--- src/rtl/dmem_arb_pkg.sv ---
// ----------------------------------------------------------------------------
// dmem_arb_pkg
// Shared types for the data-memory arbiter:
//   arb_state_e : arbiter FSM states (RUN, DRAIN, HALTED)
//   OWN_CPU / OWN_DBG : encoding of the 1-bit read-owner tag
// ----------------------------------------------------------------------------
package dmem_arb_pkg;

    typedef enum logic [1:0] {
        RUN    = 2'd0,
        DRAIN  = 2'd1,
        HALTED = 2'd2
    } arb_state_e;

    localparam logic OWN_CPU = 1'b0;
    localparam logic OWN_DBG = 1'b1;

endpackage

--- src/rtl/arb_starve_cnt.sv ---
// ----------------------------------------------------------------------------
// arb_starve_cnt
// Counts consecutive cycles in which the debug port requests and is denied.
// Saturates at STARVE_MAX; clears whenever the request drops or is granted.
// Ports:
//   clk_i, rst_n : clock, asynchronous active-low reset
//   req_i        : debug request present this cycle
//   gnt_i        : debug request granted this cycle
//   at_max_o     : count has reached STARVE_MAX (debug must win next)
// ----------------------------------------------------------------------------
module arb_starve_cnt #(
    parameter int unsigned STARVE_MAX = 4
) (
    input  logic clk_i,
    input  logic rst_n,
    input  logic req_i,
    input  logic gnt_i,
    output logic at_max_o
);

    // +2 keeps the width at least 1 even for STARVE_MAX = 0.
    localparam int unsigned CW = $clog2(STARVE_MAX + 2);
    localparam logic [CW-1:0] CNT_MAX = CW'(STARVE_MAX);

    logic [CW-1:0] cnt_q;
    logic [CW-1:0] cnt_d;

    always_comb begin
        cnt_d = cnt_q;
        if (!req_i || gnt_i) begin
            cnt_d = '0;
        end else if (cnt_q != CNT_MAX) begin
            cnt_d = cnt_q + CW'(1);
        end
    end

    always_ff @(posedge clk_i or negedge rst_n) begin
        if (!rst_n) begin
            cnt_q <= '0;
        end else begin
            cnt_q <= cnt_d;
        end
    end

    assign at_max_o = (cnt_q == CNT_MAX);

endmodule

--- src/rtl/dmem_arbiter.sv ---
// ----------------------------------------------------------------------------
// dmem_arbiter
// Arbitrates one synchronous data memory between the CPU MEM stage and a
// debug/loader port. One access per cycle; the debug port can freeze the CPU
// (RUN -> DRAIN -> HALTED) and is protected from starvation by a counter.
//
// Handshake: a requester raises req with all fields and holds them stable
// until issued. CPU is issued in the cycle cpu_stall_o is low with cpu_req_i
// high; debug is issued in the cycle dbg_gnt_o is high. A read issued in cycle
// N returns with a one-cycle rvalid pulse to its owner in cycle N+1.
//
// Ports:
//   clk_i, rst_n                        clock, async active-low reset
//   cpu_req_i/we_i/addr_i/wdata_i       CPU request
//   cpu_stall_o, cpu_rdata_o, cpu_rvalid_o
//   dbg_req_i/we_i/addr_i/wdata_i       debug request
//   dbg_halt_i                          freeze CPU memory access
//   dbg_gnt_o, dbg_halted_o, dbg_rdata_o, dbg_rvalid_o
//   mem_en_o/we_o/addr_o/wdata_o        memory strobes, word index, data
//   mem_rdata_i                         read data, one cycle after a read
//   arb_state_o                         current FSM state (observability)
// ----------------------------------------------------------------------------
module dmem_arbiter
    import dmem_arb_pkg::*;
#(
    parameter int unsigned ADDR_W     = 32,
    parameter int unsigned DATA_W     = 32,
    parameter int unsigned STARVE_MAX = 4
) (
    input  logic              clk_i,
    input  logic              rst_n,
    input  logic              cpu_req_i,
    input  logic              cpu_we_i,
    input  logic [ADDR_W-1:0] cpu_addr_i,
    input  logic [DATA_W-1:0] cpu_wdata_i,
    output logic              cpu_stall_o,
    output logic [DATA_W-1:0] cpu_rdata_o,
    output logic              cpu_rvalid_o,
    input  logic              dbg_req_i,
    input  logic              dbg_we_i,
    input  logic [ADDR_W-1:0] dbg_addr_i,
    input  logic [DATA_W-1:0] dbg_wdata_i,
    input  logic              dbg_halt_i,
    output logic              dbg_gnt_o,
    output logic              dbg_halted_o,
    output logic [DATA_W-1:0] dbg_rdata_o,
    output logic              dbg_rvalid_o,
    output logic              mem_en_o,
    output logic              mem_we_o,
    output logic [ADDR_W-3:0] mem_addr_o,
    output logic [DATA_W-1:0] mem_wdata_o,
    input  logic [DATA_W-1:0] mem_rdata_i,
    output logic [1:0]        arb_state_o
);

    arb_state_e        state_q, state_d;
    logic              rd_pend_q, rd_pend_d;
    logic              owner_q, owner_d;
    logic [DATA_W-1:0] cpu_rdata_q, dbg_rdata_q;
    logic              dbg_at_max;
    logic              cpu_gnt, dbg_gnt;

    // Byte-offset bits are not used for word addressing.
    logic unused_addr_lsbs;
    assign unused_addr_lsbs = ^{cpu_addr_i[1:0], dbg_addr_i[1:0]};

    // Outside RUN debug is granted whenever it asks, so the counter is
    // naturally zero when the FSM returns to RUN.
    arb_starve_cnt #(
        .STARVE_MAX(STARVE_MAX)
    ) u_starve (
        .clk_i   (clk_i),
        .rst_n   (rst_n),
        .req_i   (dbg_req_i),
        .gnt_i   (dbg_gnt),
        .at_max_o(dbg_at_max)
    );

    // Grant selection
    always_comb begin
        cpu_gnt = 1'b0;
        dbg_gnt = 1'b0;
        case (state_q)
            RUN: begin
                if (cpu_req_i && !(dbg_req_i && dbg_at_max)) begin
                    cpu_gnt = 1'b1;
                end else begin
                    dbg_gnt = dbg_req_i;
                end
            end
            default: dbg_gnt = dbg_req_i;
        endcase
    end

    // Memory port driven from the winner, all zero when idle
    always_comb begin
        mem_en_o    = cpu_gnt | dbg_gnt;
        mem_we_o    = 1'b0;
        mem_addr_o  = '0;
        mem_wdata_o = '0;
        if (cpu_gnt) begin
            mem_we_o    = cpu_we_i;
            mem_addr_o  = cpu_addr_i[ADDR_W-1:2];
            mem_wdata_o = cpu_wdata_i;
        end else if (dbg_gnt) begin
            mem_we_o    = dbg_we_i;
            mem_addr_o  = dbg_addr_i[ADDR_W-1:2];
            mem_wdata_o = dbg_wdata_i;
        end
    end

    // Read tracking: remember that a read left this cycle and who owns it
    always_comb begin
        rd_pend_d = mem_en_o & ~mem_we_o;
        owner_d   = OWN_CPU;
        if (rd_pend_d && dbg_gnt) begin
            owner_d = OWN_DBG;
        end
    end

    // FSM. DRAIN lasts exactly one cycle: no CPU access is issued in DRAIN,
    // so the only CPU response that can be outstanding on entry is delivered
    // during that cycle.
    always_comb begin
        state_d = state_q;
        case (state_q)
            RUN:     if (dbg_halt_i) state_d = DRAIN;
            DRAIN:   state_d = dbg_halt_i ? HALTED : RUN;
            HALTED:  if (!dbg_halt_i) state_d = RUN;
            default: state_d = RUN;
        endcase
    end

    always_ff @(posedge clk_i or negedge rst_n) begin
        if (!rst_n) begin
            state_q     <= RUN;
            rd_pend_q   <= 1'b0;
            owner_q     <= OWN_CPU;
            cpu_rdata_q <= '0;
            dbg_rdata_q <= '0;
        end else begin
            state_q   <= state_d;
            rd_pend_q <= rd_pend_d;
            owner_q   <= owner_d;
            if (cpu_rvalid_o) cpu_rdata_q <= mem_rdata_i;
            if (dbg_rvalid_o) dbg_rdata_q <= mem_rdata_i;
        end
    end

    // Response path: pass memory data through during the pulse, then hold it
    assign cpu_rvalid_o = rd_pend_q && (owner_q == OWN_CPU);
    assign dbg_rvalid_o = rd_pend_q && (owner_q == OWN_DBG);
    assign cpu_rdata_o  = cpu_rvalid_o ? mem_rdata_i : cpu_rdata_q;
    assign dbg_rdata_o  = dbg_rvalid_o ? mem_rdata_i : dbg_rdata_q;

    assign cpu_stall_o  = cpu_req_i & ~cpu_gnt;
    assign dbg_gnt_o    = dbg_gnt;
    assign dbg_halted_o = (state_q == HALTED);
    assign arb_state_o  = state_q;

endmodule

--- config.mk ---
export PLATFORM = sky130hd
export DESIGN_NAME = dmem_arbiter
export DESIGN_NICKNAME = d
export VERILOG_FILES = /design/src/rtl/dmem_arb_pkg.sv /design/src/rtl/arb_starve_cnt.sv /design/src/rtl/dmem_arbiter.sv
export SDC_FILE = /design/constraint.sdc
export NUM_CORES = 1
export LEC_CHECK = 0
export BUFFER_PORTS_ARGS = -buffer_cell sky130_fd_sc_hd__buf_2
export CORE_AREA = 2 2 116 118
export CTS_CLUSTER_DIAMETER = 60
export DETAILED_ROUTE_END_ITERATION = 10
export DIE_AREA = 0 0 118 120
export HOLD_SLACK_MARGIN = 0.12
export SLEW_MARGIN = 20
export SYNTH_ARGS = -nofsm -noshare
export SYNTH_HDL_FRONTEND = slang
export SYNTH_SLANG_ARGS = --single-unit
--- constraint.sdc ---
create_clock -name clk_i -period 2.8 [get_ports clk_i]
set_clock_uncertainty 0.05 [all_clocks]
set_input_delay 0.56 -clock clk_i [delete_from_list [all_inputs] [get_ports clk_i]]
set_output_delay 0.56 -clock clk_i [all_outputs]
set_load 0.01 [all_outputs]
==> metrics.cfg <==
[detailed_routing]
firstDrtPassIters = 4
vias = 4002
totalWireLength_mm = 12.4
drc = 0
ant_nets = 0
wl_per_cell_um = 14.6
vias_per_cell = 4.72
drtIter0Drc = 162

[clock_tree]
cts_sinks = 71
cts_made_buffers = 9
cts_resized = 0
cts_root_buf = clkbuf_16
post_cts_buffers = 0
clkTransAtPathRegs_ns = 0.05
cts_tree = done
cts_hold_buf = 0
clock_path_buffers = 2
clock_latency_ns = 0.33
h-tree-depth = 3

[finish]
layout-drive-gt1-share_pct = 64.1
fin_nets = 836
final_area_um2 = 5810
diodes = 0
final_cell_mix = 297 x buf_2, 71 x dfrtp_1, 64 x nand2_1, 64 x mux2_2, 62 x nand3_1
syn_to_final_growth_pct = 47.7
final_common_cell = buf_2

[timing]
relSlewSlack_pct = 68.7
worst_pin_slew_ns = 0.469
slew_violations = 0
hold_violations = 0
setup_tns_ns = 0
fmax_mhz = 401
fin_crit_ns = 2.49
rsz0062_at_grt = no
min_period_over_period_pct = 89.0
finalSetupViolCount = 0

[setup_path]
crit_fanout = 39
cp_cell_sequence = inv_1 -> ha_1 -> nand3_2 -> and2_4 -> buf_12 -> o21ai_0 -> buf_2
required_ns = 2.19
worst_path_largest_cell_delay_ns = 0.39
cp.arrival_ns = 1.88
worst_setup_path_start_kind = register
reg2regPathDepth = 4
worstSetupEndpointType = primary output
cp_slowest_cell = dfrtp_1
worstSetupPathType = register to primary output

[grt]
grt_pass1_wl_mm = 19.7
grt_max_degree = 72
track_usage_pct = 17.3
grt_overflow = 0
grt_pass1_vias = 4028
antenna_found_initial = 0

[floorplanning]
die_y_um = 120
ios = 302
fp-row-count = 42
die_area_um2 = 14200
die_x_um = 118
start_util_pct = 30.3
core_um2 = 13000

[synth]
yosysTopAreaCellShare_pct = 45.2
synth_largest_area_cell = dfrtp_1
ys_seq_area_share_pct = 45.2
ys_warn_count = 0
syn_area_per_cell_um2 = 10.3
mappedNetlistNets = 552
synth.area.top_cells = dfrtp_1 45%, mux2_2 18%, o21ai_2 8.7%
syn_inst = 383
synth_cell_types = 29
synthesis.area_um2 = 3930
synth-seq-cells = 71

[place]
hpwl_mm = 9.63
portBuffers = 297
post_dp_cell_area_um2 = 5530
place.gp.congestion = 0.886

[run]
cap_violations = 0

[status]
status = completed

[power_and_ir_drop]
ir_drop_v = 0.000276
p_leak_nw = 2.98
power_density_nw_per_um2 = 657

[worst_hold_path]
min_path_type = input pin to async pin

## critical path, delay by kind of cell, from the launching register on
family                   cells  cell delay, ns
AO/OA/AOI/OAI                1            0.22
adder cells (fa/ha/maj)      1            0.16
buffers and inverters        3            0.41
flip-flops                   1            0.39
AND/OR/NAND/NOR              2            0.34
## final cells by class
type | instances | area [µm²]
Tap cell | 176 | 220
Sequential cell | 71 | 1780
Clock buffer | 11 | 243
Inverter | 5 | 18.8
Timing Repair Buffer | 308 | 1620
Multi-Input combinational cell | 272 | 1900
Fill cell | 1256 | 7170
Clock inverter | 5 | 33.8
## flip-flops by register name, indices dropped and copies added (netlist names)
name and flops:
u_starve.cnt_q 3, rd_pend_q 1, arb_state_o 2, dbg_rdata_q 32, owner_q 1, cpu_rdata_q 32
## layer usage
metal	share of wire [%]	global-route usage [%]	up-vias
li1	-	-	1908
met1	38	19.1	1879
met2	52	31.9	194
met3	7.9	4.75	21
met4	1.8	5.65	0
met5	0	0	-
## path summary, 6_finish.rpt
| path | to | from | slack (ns) |
|---|---|---|---|
| max | mem_addr_o[29] | u_starve.cnt_q[0]$_DFFE_PN0P_ | 0.31 |
| min | cpu_rdata_q[21]$_DFF_PN0_ | rst_n | 0.21 |
| max reg2reg | rd_pend_q$_DFF_PN0_ | arb_state_o[0]$_DFFE_PN0P_ | 1.17 |
| min reg2reg | u_starve.cnt_q[0]$_DFFE_PN0P_ | u_starve.cnt_q[0]$_DFFE_PN0P_ | 0.42 |
| max in group asynchronous | dbg_rdata_q[30]$_DFF_PN0_ | rst_n | 2.21 |
| min in group clk_i | owner_q$_DFF_PN0_ | dbg_we_i | 0.38 |
## power breakdown
group,internal (mW),switching (mW)
Combinational,0.667,0.755
Sequential,1.30,0.0697
Clock,0.621,0.407
Total,2.58,1.23
## cells in the mapped netlist
master	number
buf_8	5
and2_1	1
buf_4	4
nor3_1	2
buf_1	4
a21oi_1	1
xnor2_1	1
and2_4	1
dfrtp_1	71
nor3b_2	1
a22o_1	1
ha_1	2
clkbuf_2	2
buf_6	6
nor3b_1	1
nor2_1	1
and3_1	1
a221oi_1	1
nand3_1	63
buf_2	6
nor2b_1	3
o21ai_0	23
o21ai_2	39
clkbuf_1	8
nand2_1	64
mux2_2	64
o21a_1	1
inv_1	5
nor3_2	1
## per-stage QoR
| step | power, mW | utilization (%) | hold slack (ns) | setup slack [ns] | instances |
|---|---|---|---|---|---|
| floorplan | 2.21 | - | 0.214 | 0.848 | 383 |
| global placement | 2.78 | 42.6 | 0.403 | 0.481 | 832 |
| detailed placement | 2.83 | 42.6 | 0.425 | 0.464 | 832 |
| CTS | 3.88 | 44.8 | 0.215 | 0.278 | 848 |
| global route | 4.06 | 44.8 | 0.241 | 0.208 | 848 |
| finish | 3.82 | 44.8 | 0.213 | 0.309 | 848 |
## cell families (layout without fill, tap and decap cells)
kind of cell / after synthesis / count (layout) / share of synthesized area (%)
muxes: 64 / 64 / 18.3
xor gates and xnor gates: 1 / 1 / 0.223
buffers and inverters: 40 / 329 / 7.03
adders and majority gates: 2 / 2 / 0.636
DFF: 71 / 71 / 45.2
AOI/OAI and AO/OA: 66 / 66 / 12.4
and+or+nand+nor: 139 / 139 / 16.3
No activity file was read; power rests on OpenSTA's default activity.
